===== config.mk =====
export PLATFORM = sky130hd
export DESIGN_NAME = wr_resp_monitor
export DESIGN_NICKNAME = d
export VERILOG_FILES = /design/src/rtl/wr_resp_monitor.sv
export SDC_FILE = /design/constraint.sdc
export NUM_CORES = 2
export LEC_CHECK = 0
export CORE_MARGIN = 2
export CORE_UTILIZATION = 29
export DETAILED_ROUTE_END_ITERATION = 10
export DONT_BUFFER_PORTS = 1
export SYNTH_ARGS = -nofsm -noshare
export SYNTH_HDL_FRONTEND = slang
export SYNTH_SLANG_ARGS = --single-unit

===== constraint.sdc =====
create_clock -name clk -period 8.85 [get_ports clk]
set_clock_uncertainty 0.05 [all_clocks]
set_input_delay 0.4425 -clock clk [delete_from_list [all_inputs] [get_ports clk]]
set_output_delay 0.4425 -clock clk [all_outputs]
set_load 0.01 [all_outputs]

===== src/rtl/wr_resp_monitor.sv =====
// Passive AXI write-response monitor: timestamps AW handshakes and matches them in order
// against B handshakes to gather latency/response statistics. Optional: WR_RESP_ID_CHECK_EN.
module wr_resp_monitor #(
    parameter int unsigned ID_WIDTH   = 5,
    parameter int unsigned FIFO_DEPTH = 64,
    parameter int unsigned TS_WIDTH   = 32
`ifdef WR_RESP_ID_CHECK_EN
    ,
    parameter logic [ID_WIDTH-1:0] EXP_ID = '0
`endif
) (
    input  logic                clk,
    input  logic                rst_n,
    input  logic                start,
    input  logic [63:0]         num_ops,
    input  logic                m_axi_AWVALID,
    input  logic                m_axi_AWREADY,
    input  logic                m_axi_BVALID,
    input  logic                m_axi_BREADY,
    input  logic [1:0]          m_axi_BRESP,
    input  logic [ID_WIDTH-1:0] m_axi_BID,
    output logic                done,
    output logic [63:0]         resp_cnt,
    output logic [31:0]         err_cnt,
    output logic [31:0]         orphan_cnt,
    output logic [63:0]         lat_sum,
    output logic [TS_WIDTH-1:0] lat_min,
    output logic [TS_WIDTH-1:0] lat_max,
    output logic                ovf
`ifdef WR_RESP_ID_CHECK_EN
    ,
    output logic [31:0]         id_err_cnt
`endif
);

    localparam int unsigned PTR_W = $clog2(FIFO_DEPTH);

    localparam logic [PTR_W:0]        C_DEPTH   = (PTR_W + 1)'(FIFO_DEPTH);
    localparam logic [PTR_W:0]        C_CNT_ONE = (PTR_W + 1)'(1);
    localparam logic [PTR_W-1:0]      C_PTR_ONE = PTR_W'(1);
    localparam logic [TS_WIDTH-1:0]   C_TS_ONE  = TS_WIDTH'(1);

    typedef enum logic {
        S_IDLE = 1'b0,
        S_RUN  = 1'b1
    } state_t;

    state_t                r_state;
    state_t                w_state_nxt;

    logic [63:0]           r_num_ops;
    logic [TS_WIDTH-1:0]   r_ts;
    logic [TS_WIDTH-1:0]   r_mem [FIFO_DEPTH];
    logic [PTR_W-1:0]      r_wr_ptr;
    logic [PTR_W-1:0]      r_rd_ptr;
    logic [PTR_W:0]        r_count;

    logic                  r_done;
    logic [63:0]           r_resp_cnt;
    logic [31:0]           r_err_cnt;
    logic [31:0]           r_orphan_cnt;
    logic [63:0]           r_lat_sum;
    logic [TS_WIDTH-1:0]   r_lat_min;
    logic [TS_WIDTH-1:0]   r_lat_max;
    logic                  r_ovf;

    logic                  w_active;
    logic                  w_aw_fire;
    logic                  w_b_fire;
    logic                  w_empty;
    logic                  w_full;
    logic                  w_pop;
    logic                  w_push;
    logic [TS_WIDTH-1:0]   w_lat;
    logic [63:0]           w_resp_nxt;
    logic                  w_last_b;

    // ------------------------------------------------------------------
    // FSM: state register
    // ------------------------------------------------------------------
    always_ff @(posedge clk) begin
        if (!rst_n) begin
            r_state <= S_IDLE;
        end else begin
            r_state <= w_state_nxt;
        end
    end

    // FSM: next state
    always_comb begin
        w_state_nxt = r_state;
        unique case (r_state)
            S_IDLE: begin
                if (start) begin
                    w_state_nxt = S_RUN;
                end
            end
            S_RUN: begin
                if (start) begin
                    w_state_nxt = S_RUN;
                end else if (w_last_b) begin
                    w_state_nxt = S_IDLE;
                end
            end
            default: w_state_nxt = S_IDLE;
        endcase
    end

    // FSM: outputs; a start cycle in RUN discards the handshakes it sees
    always_comb begin
        w_active = 1'b0;
        unique case (r_state)
            S_IDLE:  w_active = 1'b0;
            S_RUN:   w_active = !start;
            default: w_active = 1'b0;
        endcase
    end

    // ------------------------------------------------------------------
    // Handshake qualification and FIFO control
    // ------------------------------------------------------------------
    assign w_aw_fire  = m_axi_AWVALID & m_axi_AWREADY & w_active;
    assign w_b_fire   = m_axi_BVALID  & m_axi_BREADY  & w_active;
    assign w_empty    = (r_count == '0);
    assign w_full     = (r_count == C_DEPTH);
    assign w_pop      = w_b_fire & !w_empty;
    // A concurrent pop frees the slot, so a push into a full FIFO still succeeds
    assign w_push     = w_aw_fire & (!w_full | w_pop);
    assign w_lat      = r_ts - r_mem[r_rd_ptr];
    assign w_resp_nxt = r_resp_cnt + 64'd1;
    assign w_last_b   = w_b_fire && (w_resp_nxt == r_num_ops);

    always_ff @(posedge clk) begin
        if (w_push) begin
            r_mem[r_wr_ptr] <= r_ts;
        end
    end

    // ------------------------------------------------------------------
    // Datapath: timestamp, FIFO pointers, statistics
    // ------------------------------------------------------------------
    always_ff @(posedge clk) begin
        if (!rst_n) begin
            r_num_ops    <= '0;
            r_ts         <= '0;
            r_wr_ptr     <= '0;
            r_rd_ptr     <= '0;
            r_count      <= '0;
            r_done       <= 1'b0;
            r_resp_cnt   <= '0;
            r_err_cnt    <= '0;
            r_orphan_cnt <= '0;
            r_lat_sum    <= '0;
            r_lat_min    <= '1;
            r_lat_max    <= '0;
            r_ovf        <= 1'b0;
        end else begin
            r_done <= w_last_b;
            if (start) begin
                r_num_ops    <= num_ops;
                r_ts         <= '0;
                r_wr_ptr     <= '0;
                r_rd_ptr     <= '0;
                r_count      <= '0;
                r_resp_cnt   <= '0;
                r_err_cnt    <= '0;
                r_orphan_cnt <= '0;
                r_lat_sum    <= '0;
                r_lat_min    <= '1;
                r_lat_max    <= '0;
                r_ovf        <= 1'b0;
            end else if (w_active) begin
                r_ts <= r_ts + C_TS_ONE;

                if (w_push) begin
                    r_wr_ptr <= r_wr_ptr + C_PTR_ONE;
                end
                if (w_pop) begin
                    r_rd_ptr <= r_rd_ptr + C_PTR_ONE;
                end
                unique case ({w_push, w_pop})
                    2'b10:   r_count <= r_count + C_CNT_ONE;
                    2'b01:   r_count <= r_count - C_CNT_ONE;
                    default: r_count <= r_count;
                endcase

                if (w_aw_fire && !w_push) begin
                    r_ovf <= 1'b1;
                end

                if (w_b_fire) begin
                    r_resp_cnt <= w_resp_nxt;
                    if ((m_axi_BRESP != 2'b00) && (r_err_cnt != '1)) begin
                        r_err_cnt <= r_err_cnt + 32'd1;
                    end
                    if (w_empty) begin
                        if (r_orphan_cnt != '1) begin
                            r_orphan_cnt <= r_orphan_cnt + 32'd1;
                        end
                    end else begin
                        r_lat_sum <= r_lat_sum + 64'(w_lat);
                        if (w_lat < r_lat_min) begin
                            r_lat_min <= w_lat;
                        end
                        if (w_lat > r_lat_max) begin
                            r_lat_max <= w_lat;
                        end
                    end
                end
            end
        end
    end

`ifdef WR_RESP_ID_CHECK_EN
    logic [31:0] r_id_err_cnt;

    always_ff @(posedge clk) begin
        if (!rst_n) begin
            r_id_err_cnt <= '0;
        end else if (start) begin
            r_id_err_cnt <= '0;
        end else if (w_b_fire && (m_axi_BID != EXP_ID) && (r_id_err_cnt != '1)) begin
            r_id_err_cnt <= r_id_err_cnt + 32'd1;
        end
    end

    assign id_err_cnt = r_id_err_cnt;
`else
    logic w_unused_bid;
    assign w_unused_bid = ^m_axi_BID;
`endif

    assign done       = r_done;
    assign resp_cnt   = r_resp_cnt;
    assign err_cnt    = r_err_cnt;
    assign orphan_cnt = r_orphan_cnt;
    assign lat_sum    = r_lat_sum;
    assign lat_min    = r_lat_min;
    assign lat_max    = r_lat_max;
    assign ovf        = r_ovf;

endmodule

# After elaboration in Yosys (flattened, before gate mapping)
# Memory sizes are Yosys's and may differ from the RTL's. A register that Yosys moved wholly into a read port is not among the register bits.
# Index checks and enable logic that the tools add are counted.
dict set report totals {
  word_cells 74
  register_bits 374
  memories 1
  ram_bits 2048
  input_bits 78
  output_inout_bits 258
}
# name depth word_bits read_ports rd_ports_with_merged_regs wr line_no
set mem_list {}
lappend mem_list {r_mem 64 32 1 1 1 53} ;# logic [TS_WIDTH-1:0] r_mem [FIFO_DEPTH];
dict set report op_classes {
  order_cmp 2
  bitwise_logic 10
  n_eq_ne 6
  reduce_logical 21
  addsub 10
  muxes 10
}
# op count
set ops {}
lappend ops {{$add A32 B1 Y32 const B} 3}
lappend ops {{$add A64 B1 Y64 const B} 1}
lappend ops {{$add A64 B32 Y64} 1}
lappend ops {{$eq A64 B64 Y1} 1}
lappend ops {{$ne A32 B32 Y1 const B} 2}
lappend ops {{$gt A32 B32 Y1} 1}
lappend ops {{$lt A32 B32 Y1} 1}
lappend ops {{$sub A32 B32 Y32} 1}
lappend ops {{$pmux W7 S2} 1}
lappend ops {{$add A6 B1 Y6 const B} 2}
lappend ops {{$mux W6} 2}
lappend ops {{$reduce_and A4 Y1} 3}
lappend ops {{$reduce_and A2 Y1} 5}
lappend ops {{$add A7 B1 Y7 const B} 1}
lappend ops {{$eq A7 B7 Y1 const B} 1}
lappend ops {{$logic_not A7 Y1} 1}
lappend ops {{$sub A7 B1 Y7 const B} 1}
lappend ops {{$and A1 B1 Y1} 6}
lappend ops {{$reduce_and A3 Y1} 2}
lappend ops {{$mux W1} 5}
lappend ops {{$logic_not A1 Y1} 4}
lappend ops {{$pmux W1 S2} 2}
lappend ops {{$reduce_bool A2 Y1} 2}
lappend ops {{$logic_and A1 B1 Y1} 3}
lappend ops {{other kinds (5)} 7}

# Depth between registers and ports, before layout
dict set report depth {
  depth_word 9
  mapped_depth 33
  mapped_depth_nobuf 25
}

# Least setup slack after synthesis
# OpenSTA, ideal clock, no wires.
dict set report synth_path {
  path_kind {register to register}
  start {register with a tool-made name}
  end {register r_lat_sum[44], in the netlist lat_sum[44]}
  path_stages_with_launch 29
  setup_time_ps 132
  synth_period_minus_slack_ps 7277
  t_arrival_ps 7095
  path_buffers 7
  required_ps 8668
  path_slack_ps 1573
  cell_sequence {dfxtp_1 buf_2 buf_6 buf_2 buf_1 mux4_2 mux4_2 mux4_2 inv_1 ha_1 a21o_1 a221oi_1 o211ai_1 a31oi_1 o21ai_0 o41ai_1 xnor2_1 ha_1 clkbuf_1 and4_1 a221oi_1 o21ai_0 a31o_2 a2111o_1 buf_2 nand4_1 buf_2 or3_1 a21oi_1}
}
# element line_no
set synth_lines {}
lappend synth_lines {{end signal, assigned} 201} ;# r_lat_sum <= r_lat_sum + 64'(w_lat);
lappend synth_lines {{end, declared} 62} ;# logic [63:0] r_lat_sum;

==> flow_summary.ini <==
[place]
numPortBuffers = 0
place_hpwl_mm = 155
place_area_um2 = 107000
gp_congestion = 0.871
dp_slack_ps = 611

[floorplanning]
die_area_um2 = 350000
fp.dieW_um = 591
coreArea_um2 = 343000
ioPinCount = 336
fp.dieH_um = 591
start_util = 0.291
num_rows = 215

[clocking]
clkLatencyLatePin_ps = 900
clkTransAtPathRegs_ps = 70
clk_path_buf_depth = 4
root_buffer = clkbuf_16
cts_tree = built
cts_buffers = 238
postCtsSetupBuffers = 0
cts_sinks = 2428
htreeDepth = 4

[global_routing]
grt_pass1_wl_mm = 378
busiest_layer = met2
overflow = 0
grt_start_max_net_pins = 208
grtUsageTotal = 0.145
grtUsageMet1 = 0.191
use_met2 = 0.242
groute.layer.met3.usage = 0.0292
antenna_found_initial = 18
grt_pass1_vias = 54500

[setup_path]
worstSetupPathType = register to register
cp-end-kind = register
crit_fanout = 33
crit_arrival_ps = 9070
rr_worst_depth = 26
ff2ff_setup_slack_ps = 490
required_ps = 9560
r2r-end = lat_sum[50]
start_kind = register

[power_and_ir_drop]
cellLeakagePower_nw = 40.1
power.density_nw_per_um2 = 195
ir_drop_mv = 0.184

[logic_synthesis]
synth_flop_cell = edfxtp_1
yosysSeqAreaShare = 0.691
synth.most_common_cell = edfxtp_1
synthCells = 5683
postSynthAreaPerCell_um2 = 17.6
synth.distinct_cells = 87
ys_ff_latch = 2428
yosys-top-cells-area = edfxtp_1, mux4_2, dfxtp_1
netlist_area_um2 = 100000
yosys_warnings = 0
synth_edf_count = 2048
syn-num-nets = 5902
synthTopCellsByCount = edfxtp_1, mux4_2, dfxtp_1, nor2_1, nand2_1
synth.top_cell.area_share = 0.615
postSynth.asyncResetShare = 0
yosysTopAreaCell = edfxtp_1

[timing]
fin_crit_ps = 8360
final-hold-violation-count = 0
timing.final.crit_share = 0.944
setup_viol_count_final = 0
worst_slew_pin_slew_ps = 1310
max_slew_margin = 0.126
slew_viol_final = 0
setup-tns-final_ps = 0
fin_ws_ps = 495
max_freq_mhz = 120
rsz0062_at_grt = no

[flow_run]
drv_cap = 0

[final_layout]
fin_nets = 6206
area_growth_pct = 16.3
multiInputGateArea_um2 = 29900
final_area_um2 = 116000
n_fill_cell = 32300
regArea_um2 = 69200
final_layout_size_suffix_gt1_frac = 0.215

[route]
antenna_left = 0
drc = 0
drt-pass1-iter-count = 6
drt_iter0_markers = 5866
wl_mm = 261
routedWlPerCell_um = 24.3
vias = 54400
via_per_inst = 5.06

[min_path]
min_path_cells = 3
min_to = lat_min[8]
min-delay-start = start
min_path_type = input pin to register

[run_status]
status = completed
-- how the worst max path moves through the flow --
stage	start	end	slack, ps	cells after the start
CTS	register	lat_sum[50]	490	26
global placement	register	lat_sum[46]	500	26
floorplan	register	lat_sum[44]	1570	28
global route	register	lat_sum[50]	20	25
detailed placement	register	lat_sum[46]	610	26
finish	register	lat_sum[50]	490	26
-- cells by family after synthesis --
logic type,Yosys count,share of synthesized area
fa+ha+maj,141,0.0179
mux,777,0.161
buf+inv,398,0.0158
flops,2428,0.691
xor+xnor,304,0.0266
compound gates,475,0.0306
simple gates,1160,0.0571
-- where the power goes --
part           leakage (nW)  internal, mW  total [mW]  switching [mW]
clock network          3.81          5.82        10.2            4.35
logic                  10.8         0.139       0.285           0.146
registers              25.5          12.2        12.3          0.0197
-- repair_timing --
action | in CTS | in global routing
hold buffers | 168 | 0
resized for setup | 0 | 0
hold endpoints to repair | 69 | 0
-- final cells by class --
class / instances / share of cell area
clock inverter: 142 / 0.0121
sequential: 2428 / 0.595
tap: 4557 / 0.0490
antenna: 12 / 0.000258
inverter: 130 / 0.00420
multi-input combinational: 2857 / 0.257
clock buffer: 293 / 0.0548
timing repair buffer: 332 / 0.0282
-- worst max-delay path, cell delays in order, from the launching register on --
cell and delay [ps]:
dfxtp_4 720, buf_12 340, mux4_2 550, mux4_2 560, mux4_2 540, inv_1 150
ha_1 310, a21o_1 220, a31oi_1 180, nand3_1 150, a32oi_1 210, buf_4 180
o21ai_0 150, a211o_1 320, o21ai_0 100, xor2_1 290, inv_1 160, ha_1 480
nand2_1 80, o21ai_0 320, a221oi_1 170, o21ai_0 190, a31o_2 160, a2111o_1 380
nand4_1 470, or3_1 510, a21oi_1 190
-- per-layer routing --
metal | up-vias | wire [µm]
met5 | - | 23
met4 | 4 | 6420
met3 | 414 | 21400
met2 | 2093 | 126000
met1 | 28600 | 107000
li1 | 23300 | -
-- placed cells by master (no fill, tap or decap), types with 81 or more instances in the layout --
master,count
edfxtp_1,2048
mux4_2,666
dfxtp_1,342
nor2_1,308
nand2_1,244
clkbuf_16,244
dlygate4sd3_1,166
xor2_1,152
xnor2_1,152
a21oi_1,143
ha_1,138
buf_4,137
inv_1,128
nand3_1,106
mux2i_1,104
o21ai_0,89
nand4_1,81
-- stage by stage --
stage	hold slack [ps]	utilization	cells	total power [mW]
after floorplan	409	-	5683	12.6
after global placement	424	0.311	10100	12.7
after detailed placement	432	0.311	10100	12.7
after CTS	5.93	0.339	10700	22.9
after global routing	50.7	0.339	10700	23.4
final	90.9	0.339	10800	22.7
-- state kept, by name, summed over array words and instances, names as in the netlist, named ones only --
name	cells
r_mem	2048
lat_sum	64
r_num_ops	64
resp_cnt	64
err_cnt	32
lat_max	32
lat_min	32
orphan_cnt	32
r_ts	32
r_count	7
r_rd_ptr	6
r_wr_ptr	6
done	1
ovf	1
r_state	1
Power figures use the tool's default switching activity.
